[config.mk]
export PLATFORM = sky130hd
export DESIGN_NAME = axi_lite_master_arbiter
export DESIGN_NICKNAME = d
export VERILOG_FILES = /design/src/rtl/axi_lite_arb_pkg.sv /design/src/rtl/axi_lite_master_arbiter_rr_arbiter.sv /design/src/rtl/axi_lite_master_arbiter.sv
export SDC_FILE = /design/constraint.sdc
export NUM_CORES = 1
export LEC_CHECK = 0
export CORE_AREA = 3 3 176 178
export DETAILED_ROUTE_END_ITERATION = 16
export DIE_AREA = 0 0 179 181
export GPL_ROUTABILITY_DRIVEN = 0
export PLACE_DENSITY = 0.62
export SYNTH_ARGS = -nofsm -noshare
export SYNTH_HDL_FRONTEND = slang
export SYNTH_HIERARCHICAL = 1
export SYNTH_SLANG_ARGS = --single-unit
[constraint.sdc]
create_clock -name M_AXI_ACLK -period 8.05 [get_ports M_AXI_ACLK]
set_clock_uncertainty 0.05 [all_clocks]
set_input_delay 1.2075 -clock M_AXI_ACLK [delete_from_list [all_inputs] [get_ports M_AXI_ACLK]]
set_output_delay 1.2075 -clock M_AXI_ACLK [all_outputs]
set_load 0.1 [all_outputs]
[src/rtl/axi_lite_arb_pkg.sv]
// Shared types and constants for the AXI4-Lite master arbiter.
package axi_lite_arb_pkg;

   typedef enum logic [2:0] {
      IDLE,
      WR,
      WR_RESP,
      RD,
      RD_DATA,
      RSP
   } state_e;

   localparam logic [1:0] AXI_RESP_OKAY   = 2'b00;
   localparam logic [1:0] AXI_RESP_SLVERR = 2'b10;
   localparam logic [1:0] AXI_RESP_DECERR = 2'b11;

   localparam logic [2:0] AXI_PROT_DEFAULT = 3'b000;

endpackage

[src/rtl/axi_lite_master_arbiter_rr_arbiter.sv]
// Round-robin grant selection: first requester above last_grant, wrapping to the lowest index.
module rr_arbiter #(
   parameter  int N  = 4,
   localparam int IW = (N > 1) ? $clog2(N) : 1
) (
   input  logic [N-1:0]  req_i,
   input  logic [IW-1:0] last_grant_i,
   output logic [N-1:0]  grant_o,
   output logic [IW-1:0] grant_idx_o,
   output logic          any_grant_o
);

   logic [N-1:0] hi_mask;
   logic [N-1:0] pick;

   always_comb begin
      // NOTE: every output gets a default before any branch, so no path leaves a latch.
      hi_mask     = '0;
      grant_o     = '0;
      grant_idx_o = '0;
      for (int i = 0; i < N; i++) begin
         hi_mask[i] = (IW'(i) > last_grant_i);
      end
      // Requesters above the last winner go first; if none, wrap to the full set.
      pick = (|(req_i & hi_mask)) ? (req_i & hi_mask) : req_i;
      for (int i = N - 1; i >= 0; i--) begin
         if (pick[i]) begin
            grant_o     = '0;
            grant_o[i]  = 1'b1;
            grant_idx_o = IW'(i);
         end
      end
      any_grant_o = |req_i;
   end

endmodule

[src/rtl/axi_lite_master_arbiter.sv]
// Shares one AXI4-Lite master port between NUM_REQ requesters, one transaction at a time,
// granting round-robin and returning read data / response codes to the winner.
module axi_lite_master_arbiter
   import axi_lite_arb_pkg::*;
#(
   parameter int NUM_REQ          = 4,
   parameter int M_AXI_DATA_WIDTH = 32,
   parameter int M_AXI_ADDR_WIDTH = 32
) (
   input  logic                                 M_AXI_ACLK,
   input  logic                                 M_AXI_ARESET,
   input  logic [NUM_REQ-1:0]                   req_valid,
   input  logic [NUM_REQ-1:0]                   req_write,
   input  logic [NUM_REQ*M_AXI_ADDR_WIDTH-1:0]  req_addr,
   input  logic [NUM_REQ*M_AXI_DATA_WIDTH-1:0]  req_wdata,
   output logic [NUM_REQ-1:0]                   req_ready,
   output logic [NUM_REQ-1:0]                   rsp_valid,
   output logic [M_AXI_DATA_WIDTH-1:0]          rsp_rdata,
   output logic [1:0]                           rsp_resp,
   output logic                                 busy,
   output logic                                 M_AXI_AWVALID,
   input  logic                                 M_AXI_AWREADY,
   output logic [M_AXI_ADDR_WIDTH-1:0]          M_AXI_AWADDR,
   output logic [2:0]                           M_AXI_AWPROT,
   output logic                                 M_AXI_WVALID,
   input  logic                                 M_AXI_WREADY,
   output logic [M_AXI_DATA_WIDTH-1:0]          M_AXI_WDATA,
   output logic [M_AXI_DATA_WIDTH/8-1:0]        M_AXI_WSTRB,
   input  logic                                 M_AXI_BVALID,
   output logic                                 M_AXI_BREADY,
   input  logic [1:0]                           M_AXI_BRESP,
   output logic                                 M_AXI_ARVALID,
   input  logic                                 M_AXI_ARREADY,
   output logic [M_AXI_ADDR_WIDTH-1:0]          M_AXI_ARADDR,
   output logic [2:0]                           M_AXI_ARPROT,
   input  logic                                 M_AXI_RVALID,
   output logic                                 M_AXI_RREADY,
   input  logic [M_AXI_DATA_WIDTH-1:0]          M_AXI_RDATA,
   input  logic [1:0]                           M_AXI_RRESP
);

   localparam int IW = (NUM_REQ > 1) ? $clog2(NUM_REQ) : 1;

   state_e                        state_q, state_d;
   logic [IW-1:0]                 last_grant_q, last_grant_d;
   logic [IW-1:0]                 grant_idx_q, grant_idx_d;
   logic [M_AXI_ADDR_WIDTH-1:0]   addr_q, addr_d;
   logic [M_AXI_DATA_WIDTH-1:0]   wdata_q, wdata_d;
   logic [M_AXI_DATA_WIDTH-1:0]   rdata_q, rdata_d;
   logic [1:0]                    resp_q, resp_d;
   logic                          awvalid_q, awvalid_d;
   logic                          wvalid_q, wvalid_d;
   logic                          bready_q, bready_d;
   logic                          arvalid_q, arvalid_d;
   logic                          rready_q, rready_d;

   logic [NUM_REQ-1:0]            arb_grant;
   logic [IW-1:0]                 arb_idx;
   logic                          arb_any;

   rr_arbiter #(.N(NUM_REQ)) u_rr_arbiter (
      .req_i        (req_valid),
      .last_grant_i (last_grant_q),
      .grant_o      (arb_grant),
      .grant_idx_o  (arb_idx),
      .any_grant_o  (arb_any)
   );

   always_comb begin
      state_d      = state_q;
      last_grant_d = last_grant_q;
      grant_idx_d  = grant_idx_q;
      addr_d       = addr_q;
      wdata_d      = wdata_q;
      rdata_d      = rdata_q;
      resp_d       = resp_q;
      awvalid_d    = awvalid_q;
      wvalid_d     = wvalid_q;
      bready_d     = bready_q;
      arvalid_d    = arvalid_q;
      rready_d     = rready_q;
      req_ready    = '0;
      rsp_valid    = '0;

      case (state_q)
         IDLE: begin
            if (arb_any) begin
               req_ready   = arb_grant;
               grant_idx_d = arb_idx;
               addr_d      = req_addr[int'(arb_idx)*M_AXI_ADDR_WIDTH +: M_AXI_ADDR_WIDTH];
               wdata_d     = req_wdata[int'(arb_idx)*M_AXI_DATA_WIDTH +: M_AXI_DATA_WIDTH];
               if (req_write[arb_idx]) begin
                  state_d   = WR;
                  awvalid_d = 1'b1;
                  wvalid_d  = 1'b1;
               end else begin
                  state_d   = RD;
                  arvalid_d = 1'b1;
               end
            end
         end
         WR: begin
            // AW and W complete independently; leave only once both have handshaken.
            if (awvalid_q && M_AXI_AWREADY) awvalid_d = 1'b0;
            if (wvalid_q && M_AXI_WREADY)   wvalid_d  = 1'b0;
            if (!awvalid_d && !wvalid_d) begin
               state_d  = WR_RESP;
               bready_d = 1'b1;
            end
         end
         WR_RESP: begin
            if (M_AXI_BVALID) begin
               resp_d   = M_AXI_BRESP;
               rdata_d  = '0;
               bready_d = 1'b0;
               state_d  = RSP;
            end
         end
         RD: begin
            if (M_AXI_ARREADY) begin
               arvalid_d = 1'b0;
               rready_d  = 1'b1;
               state_d   = RD_DATA;
            end
         end
         RD_DATA: begin
            if (M_AXI_RVALID) begin
               rdata_d  = M_AXI_RDATA;
               resp_d   = M_AXI_RRESP;
               rready_d = 1'b0;
               state_d  = RSP;
            end
         end
         RSP: begin
            rsp_valid[grant_idx_q] = 1'b1;
            last_grant_d           = grant_idx_q;
            state_d                = IDLE;
         end
         default: state_d = IDLE;
      endcase
   end

   always_ff @(posedge M_AXI_ACLK or posedge M_AXI_ARESET) begin
      // NOTE: non-blocking assignments so every register samples the pre-edge value of the others.
      if (M_AXI_ARESET) begin
         state_q      <= IDLE;
         last_grant_q <= IW'(NUM_REQ - 1);
         grant_idx_q  <= '0;
         addr_q       <= '0;
         wdata_q      <= '0;
         rdata_q      <= '0;
         resp_q       <= AXI_RESP_OKAY;
         awvalid_q    <= 1'b0;
         wvalid_q     <= 1'b0;
         bready_q     <= 1'b0;
         arvalid_q    <= 1'b0;
         rready_q     <= 1'b0;
      end else begin
         state_q      <= state_d;
         last_grant_q <= last_grant_d;
         grant_idx_q  <= grant_idx_d;
         addr_q       <= addr_d;
         wdata_q      <= wdata_d;
         rdata_q      <= rdata_d;
         resp_q       <= resp_d;
         awvalid_q    <= awvalid_d;
         wvalid_q     <= wvalid_d;
         bready_q     <= bready_d;
         arvalid_q    <= arvalid_d;
         rready_q     <= rready_d;
      end
   end

   assign busy          = (state_q != IDLE);
   assign rsp_rdata     = rdata_q;
   assign rsp_resp      = resp_q;
   assign M_AXI_AWVALID = awvalid_q;
   assign M_AXI_AWADDR  = addr_q;
   assign M_AXI_AWPROT  = AXI_PROT_DEFAULT;
   assign M_AXI_WVALID  = wvalid_q;
   assign M_AXI_WDATA   = wdata_q;
   assign M_AXI_WSTRB   = '1;
   assign M_AXI_BREADY  = bready_q;
   assign M_AXI_ARVALID = arvalid_q;
   assign M_AXI_ARADDR  = addr_q;
   assign M_AXI_ARPROT  = AXI_PROT_DEFAULT;
   assign M_AXI_RREADY  = rready_q;

endmodule

======== Word level (Yosys, flattened, before mapping) ========
Index checks and enable logic that the tools add are counted.
Widths: inputs -> output; s select.
cells by class
  order comparisons ....................... 7
  equality and inequality tests ........... 12
  shift-type cells ........................ 2
  multiplexer cells ....................... 47
  bitwise operators ....................... 1
  reduce and logical (&&, ||, !) cells .... 22
operator list
  operator            count
  $shiftx 128x8->32   2
  $mux 32             2
  $pmux 32 s2         1
  $mux 4              8
  $mux 1              15
  $mux 3              5
  $pmux 3 s5          1
  $mux 2              7
  $ne 2x2->1 const B  7
  $reduce_and 3->1    4
  $pmux 1 s2          5
  $reduce_bool 2->1   5
  $reduce_or 4->1     2
  $eq 3x2->1 const B  2
  $eq 3x3->1 const B  2
  $lt 2x3->1 const B  2
  $reduce_and 5->1    1
  $and 4x4->4         1
  $gt 1x2->1 const A  2
  $gt 2x2->1 const A  2
  $logic_and 1x1->1   4
  $pmux 2 s2          1
  $reduce_and 4->1    1
  $eq 3x1->1 const B  1
  other kinds (7)     8
storage, ports and cells
  register bits ........................... 110
  bits of input ports ..................... 307
  output and inout bits ................... 154
  word-level logic and storage cells ...... 103

======== Depth between registers and ports, before layout ========
  depth after elaboration ................. 13
  gate-level depth with buffers ........... 9
  gate-level depth less buffers ........... 6

======== By module ========
The synthesis kept the hierarchy.
by module, submodules not included
  module                   instances  cells an instance  area each (um2)  seq. area each (um2)
  axi_lite_master_arbiter  1          479                6620.1           2755.1
  rr_arbiter               1          24                 151.4            0.0

======== Least setup slack after synthesis ========
OpenSTA, ideal clock, no wires.
  path type ............................... register to output
  start ................................... register state_q[2]
  end ..................................... output rsp_valid[0]
  data arrival time ....................... 2.967 ns
  data required time ...................... 6.793 ns
  path slack .............................. 3.826 ns
  stages on the path, launching flop included .. 4
  path buffers ............................ 1
  cell sequence ........................... dfrtp_1 clkbuf_1 nand3b_1 nor3_1
between the ends
  longest elaborated chain between the ends .. 2
ends and longest elaborated chain
  element                 RTL line                        source
  from (decl)             axi_lite_master_arbiter.sv:44   state_e state_q, state_d;
  from (signal assigned)  axi_lite_master_arbiter.sv:159  state_q <= state_d;
  $eq 3x3->1              axi_lite_master_arbiter.sv:85   case (state_q)
  $mux 4                  axi_lite_master_arbiter.sv:85
  to (decl)               axi_lite_master_arbiter.sv:17   output logic [NUM_REQ-1:0] rsp_valid,
Every way passes these cells.

======== Worst setup path after layout ========
  start ................................... input req_valid[2]
  end ..................................... output req_ready[0]
between the ends
  elaborated cells on any way between the ends .. 9
  classes of those cells .................. mux (6); bitwise (1); reduce/logical (2)
RTL lines
  element            RTL line                                  source
  from (decl)        axi_lite_master_arbiter.sv:12             input logic [NUM_REQ-1:0] req_valid,
  $reduce_or 4->1    axi_lite_master_arbiter_rr_arbiter.sv:33  any_grant_o = |req_i;
  named net arb_any  axi_lite_master_arbiter.sv:59             logic arb_any;
  $mux 4             axi_lite_master_arbiter.sv:87             if (arb_any) begin
  $mux 4             axi_lite_master_arbiter.sv:85
  to (decl)          axi_lite_master_arbiter.sv:16             output logic [NUM_REQ-1:0] req_ready,
The timed path passes the listed nets, and every way through them passes these cells.

==> reports/metrics.csv <==
metric;value;unit
firstDrtPassIters;4;
crit_start;req_valid[2];
critPathMaxFanout;28;
htree_levels;3;
hold_slack;0.458;ns
cp-start-kind;primary input;
vias;5692;
io_buffers;450;
path_class;primary input to primary output;
drt-total-wl;25.2;mm
wl_per_cell;19.4;µm
io_pins;461;
grt_use_total;0.150;
r2r-end;M_AXI_ARADDR[9]$_DFFE_PP0P_;
clk_pin_slew_worst_paths;0.07;ns
tightest_slew;1.08;ns
r2r_start;last_grant_q[0]$_DFFE_PP1P_;
clock.fmax;0.183;GHz
reg2reg_slack;5.28;ns
cts_root_buffer;clkbuf_16;
fin_crit_sh;0.678;
drv_slew;0;
synth_top_cell_area_share;0.399;
die_y;181;µm
drive_above_1_share;0.186;
avgSynthCellArea;13.5;µm²
yosysMostFrequentCell;dfrtp_1;
worstRegToRegCells;6;
die_area;32400;µm²
cts_tree;done;
async_flop_share;1.00;
grt_pass1_wl;36.7;mm
cp.arrival;4.20;ns
rows;63;
cap_violations;0;
synth_warnings;6;
grt_max_degree;59;
required;6.79;ns
finalSetupViolations;0;
antenna_cells;0;
syn_inst;503;
hold_path.class;flip-flop to flip-flop;
cts_buffer_depth;2;
antenna_found_initial;1;
yosys-top-cells-count;108 x dfrtp_1, 65 x mux4_2, 50 x buf_4, 41 x inv_1, 40 x nand2_1;
hold_violations;0;
yosysTopAreaCell;dfrtp_1;
worstSkewPairLatency;0.35;ns
die_w;179;µm
area_growth;71.9;%
synth-seq-area-share;0.407;
postRouteAntennaNets;0;
cts_sinks;110;
ctsHoldBuffers;0;
synth_edf_count;0;
min_period;5.45;ns
end_kind;primary output;
cts_resized;0;
cts_setup_buffers;0;
cts_buffers;9;
start_util;0.229;
drc_errors;0;
synthFlopType;dfrtp_1;
rsz0062_at_grt;no;
setup_tns;0;ns
finalNetCount;1213;
ys_ff_latch;110;
drt_iter0_markers;233;
vias_per_cell;4.38;
netlist_area;6770;µm²
crit_path_end;req_ready[0];
grt_pass1_vias;6025;
synth_area_leaders;dfrtp_1 40%, mux4_2 22%, mux2_4 6.7%;
relSlewSlack;0.275;
ys_types;40;
dpl.hpwl;20.3;mm
overflow;0;
status;complete, no violations;
core-area;29600;µm²
## metal layers
| layer | vias to the layer above | GRT usage | wire, µm |
|---|---|---|---|
| met5 | - | 0 | 10 |
| met4 | 2 | 0.0380 | 451 |
| met3 | 27 | 0.0391 | 2170 |
| met2 | 278 | 0.270 | 13100 |
| met1 | 2804 | 0.175 | 9460 |
| li1 | 2581 | - | - |
## metrics by stage
step,std cells,util,instance area (µm²),setup WS (ns)
5_1_grt,1301,0.394,11600,2.45
3_3_place_gp,1285,0.384,11400,2.68
2_1_floorplan,511,-,6800,3.83
4_1_cts,1301,0.394,11600,2.58
3_5_place_dp,1285,0.384,11400,2.60
6_report,1301,0.394,11600,2.60
## cells in the final DEF (no fill, tap or decap), types with 8 or more instances in the layout
| cell type | netlist | routed |
|---|---|---|
| buf_4 | 50 | 10 |
| clkbuf_16 | 0 | 9 |
| clkdlybuf4s50_1 | 0 | 450 |
| conb_1 | 2 | 10 |
| dfrtp_1 | 108 | 108 |
| inv_1 | 41 | 40 |
| mux2_2 | 38 | 38 |
| mux2_4 | 30 | 30 |
| mux2i_1 | 36 | 36 |
| mux4_2 | 65 | 65 |
| nand2_1 | 40 | 40 |
| o21ai_0 | 8 | 8 |
## worst min path at each step
stage / slack [ns] / to / startpoint / cells after the start
6_report: 0.46 / M_AXI_ARVALID$_DFFE_PP0P_ / M_AXI_ARVALID$_DFFE_PP0P_ / 1
5_1_grt: 0.47 / M_AXI_WDATA[22]$_DFFE_PP0P_ / M_AXI_WDATA[22]$_DFFE_PP0P_ / 1
4_1_cts: 0.46 / M_AXI_ARVALID$_DFFE_PP0P_ / M_AXI_ARVALID$_DFFE_PP0P_ / 1
3_5_place_dp: 0.44 / M_AXI_ARVALID$_DFFE_PP0P_ / M_AXI_ARVALID$_DFFE_PP0P_ / 1
3_3_place_gp: 0.44 / M_AXI_WDATA[17]$_DFFE_PP0P_ / M_AXI_WDATA[17]$_DFFE_PP0P_ / 1
2_1_floorplan: 0.41 / last_grant_q[1]$_DFFE_PP1P_ / last_grant_q[1]$_DFFE_PP1P_ / 2
## critical path, cell delays in order
cell and delay (ns):
clkdlybuf4s50_1 0.60, nor2_1 0.17, nand2_1 0.16, nor4b_4 0.33, buf_4 0.39, and2_1 0.18, clkdlybuf4s50_1 1.14
## sequential cells by signal, summed over array words and instances (netlist names)
name,cells
rsp_rdata,32
M_AXI_RREADY,1
grant_idx_q,2
M_AXI_ARVALID,1
M_AXI_AWVALID,1
rsp_resp,2
M_AXI_ARADDR,32
last_grant_q,2
M_AXI_WDATA,32
M_AXI_BREADY,1
M_AXI_WVALID,1
state_q,3
## area by class of cell
type	count	area, µm²
Clock buffer	10	229
Clock inverter	6	53.8
Fill cell	2886	17900
Inverter	41	156
Multi-Input combinational cell	284	3380
Sequential cell	110	2760
Tap cell	390	488
Timing Repair Buffer	460	4580
## cells by family after synthesis
kind of cell           count (synthesis)  share of synthesized area
multiplexers                         169                      0.399
buffers and inverters                117                      0.106
flip-flops                           110                      0.407
AND/OR/NAND/NOR                       73                     0.0528
AO/OA/AOI/OAI                         32                     0.0340
other                                  2                    0.00111
Power is left out: the tool's default activity adds up to more than one toggle a clock period on the data nets, which glitch-free logic cannot reach.
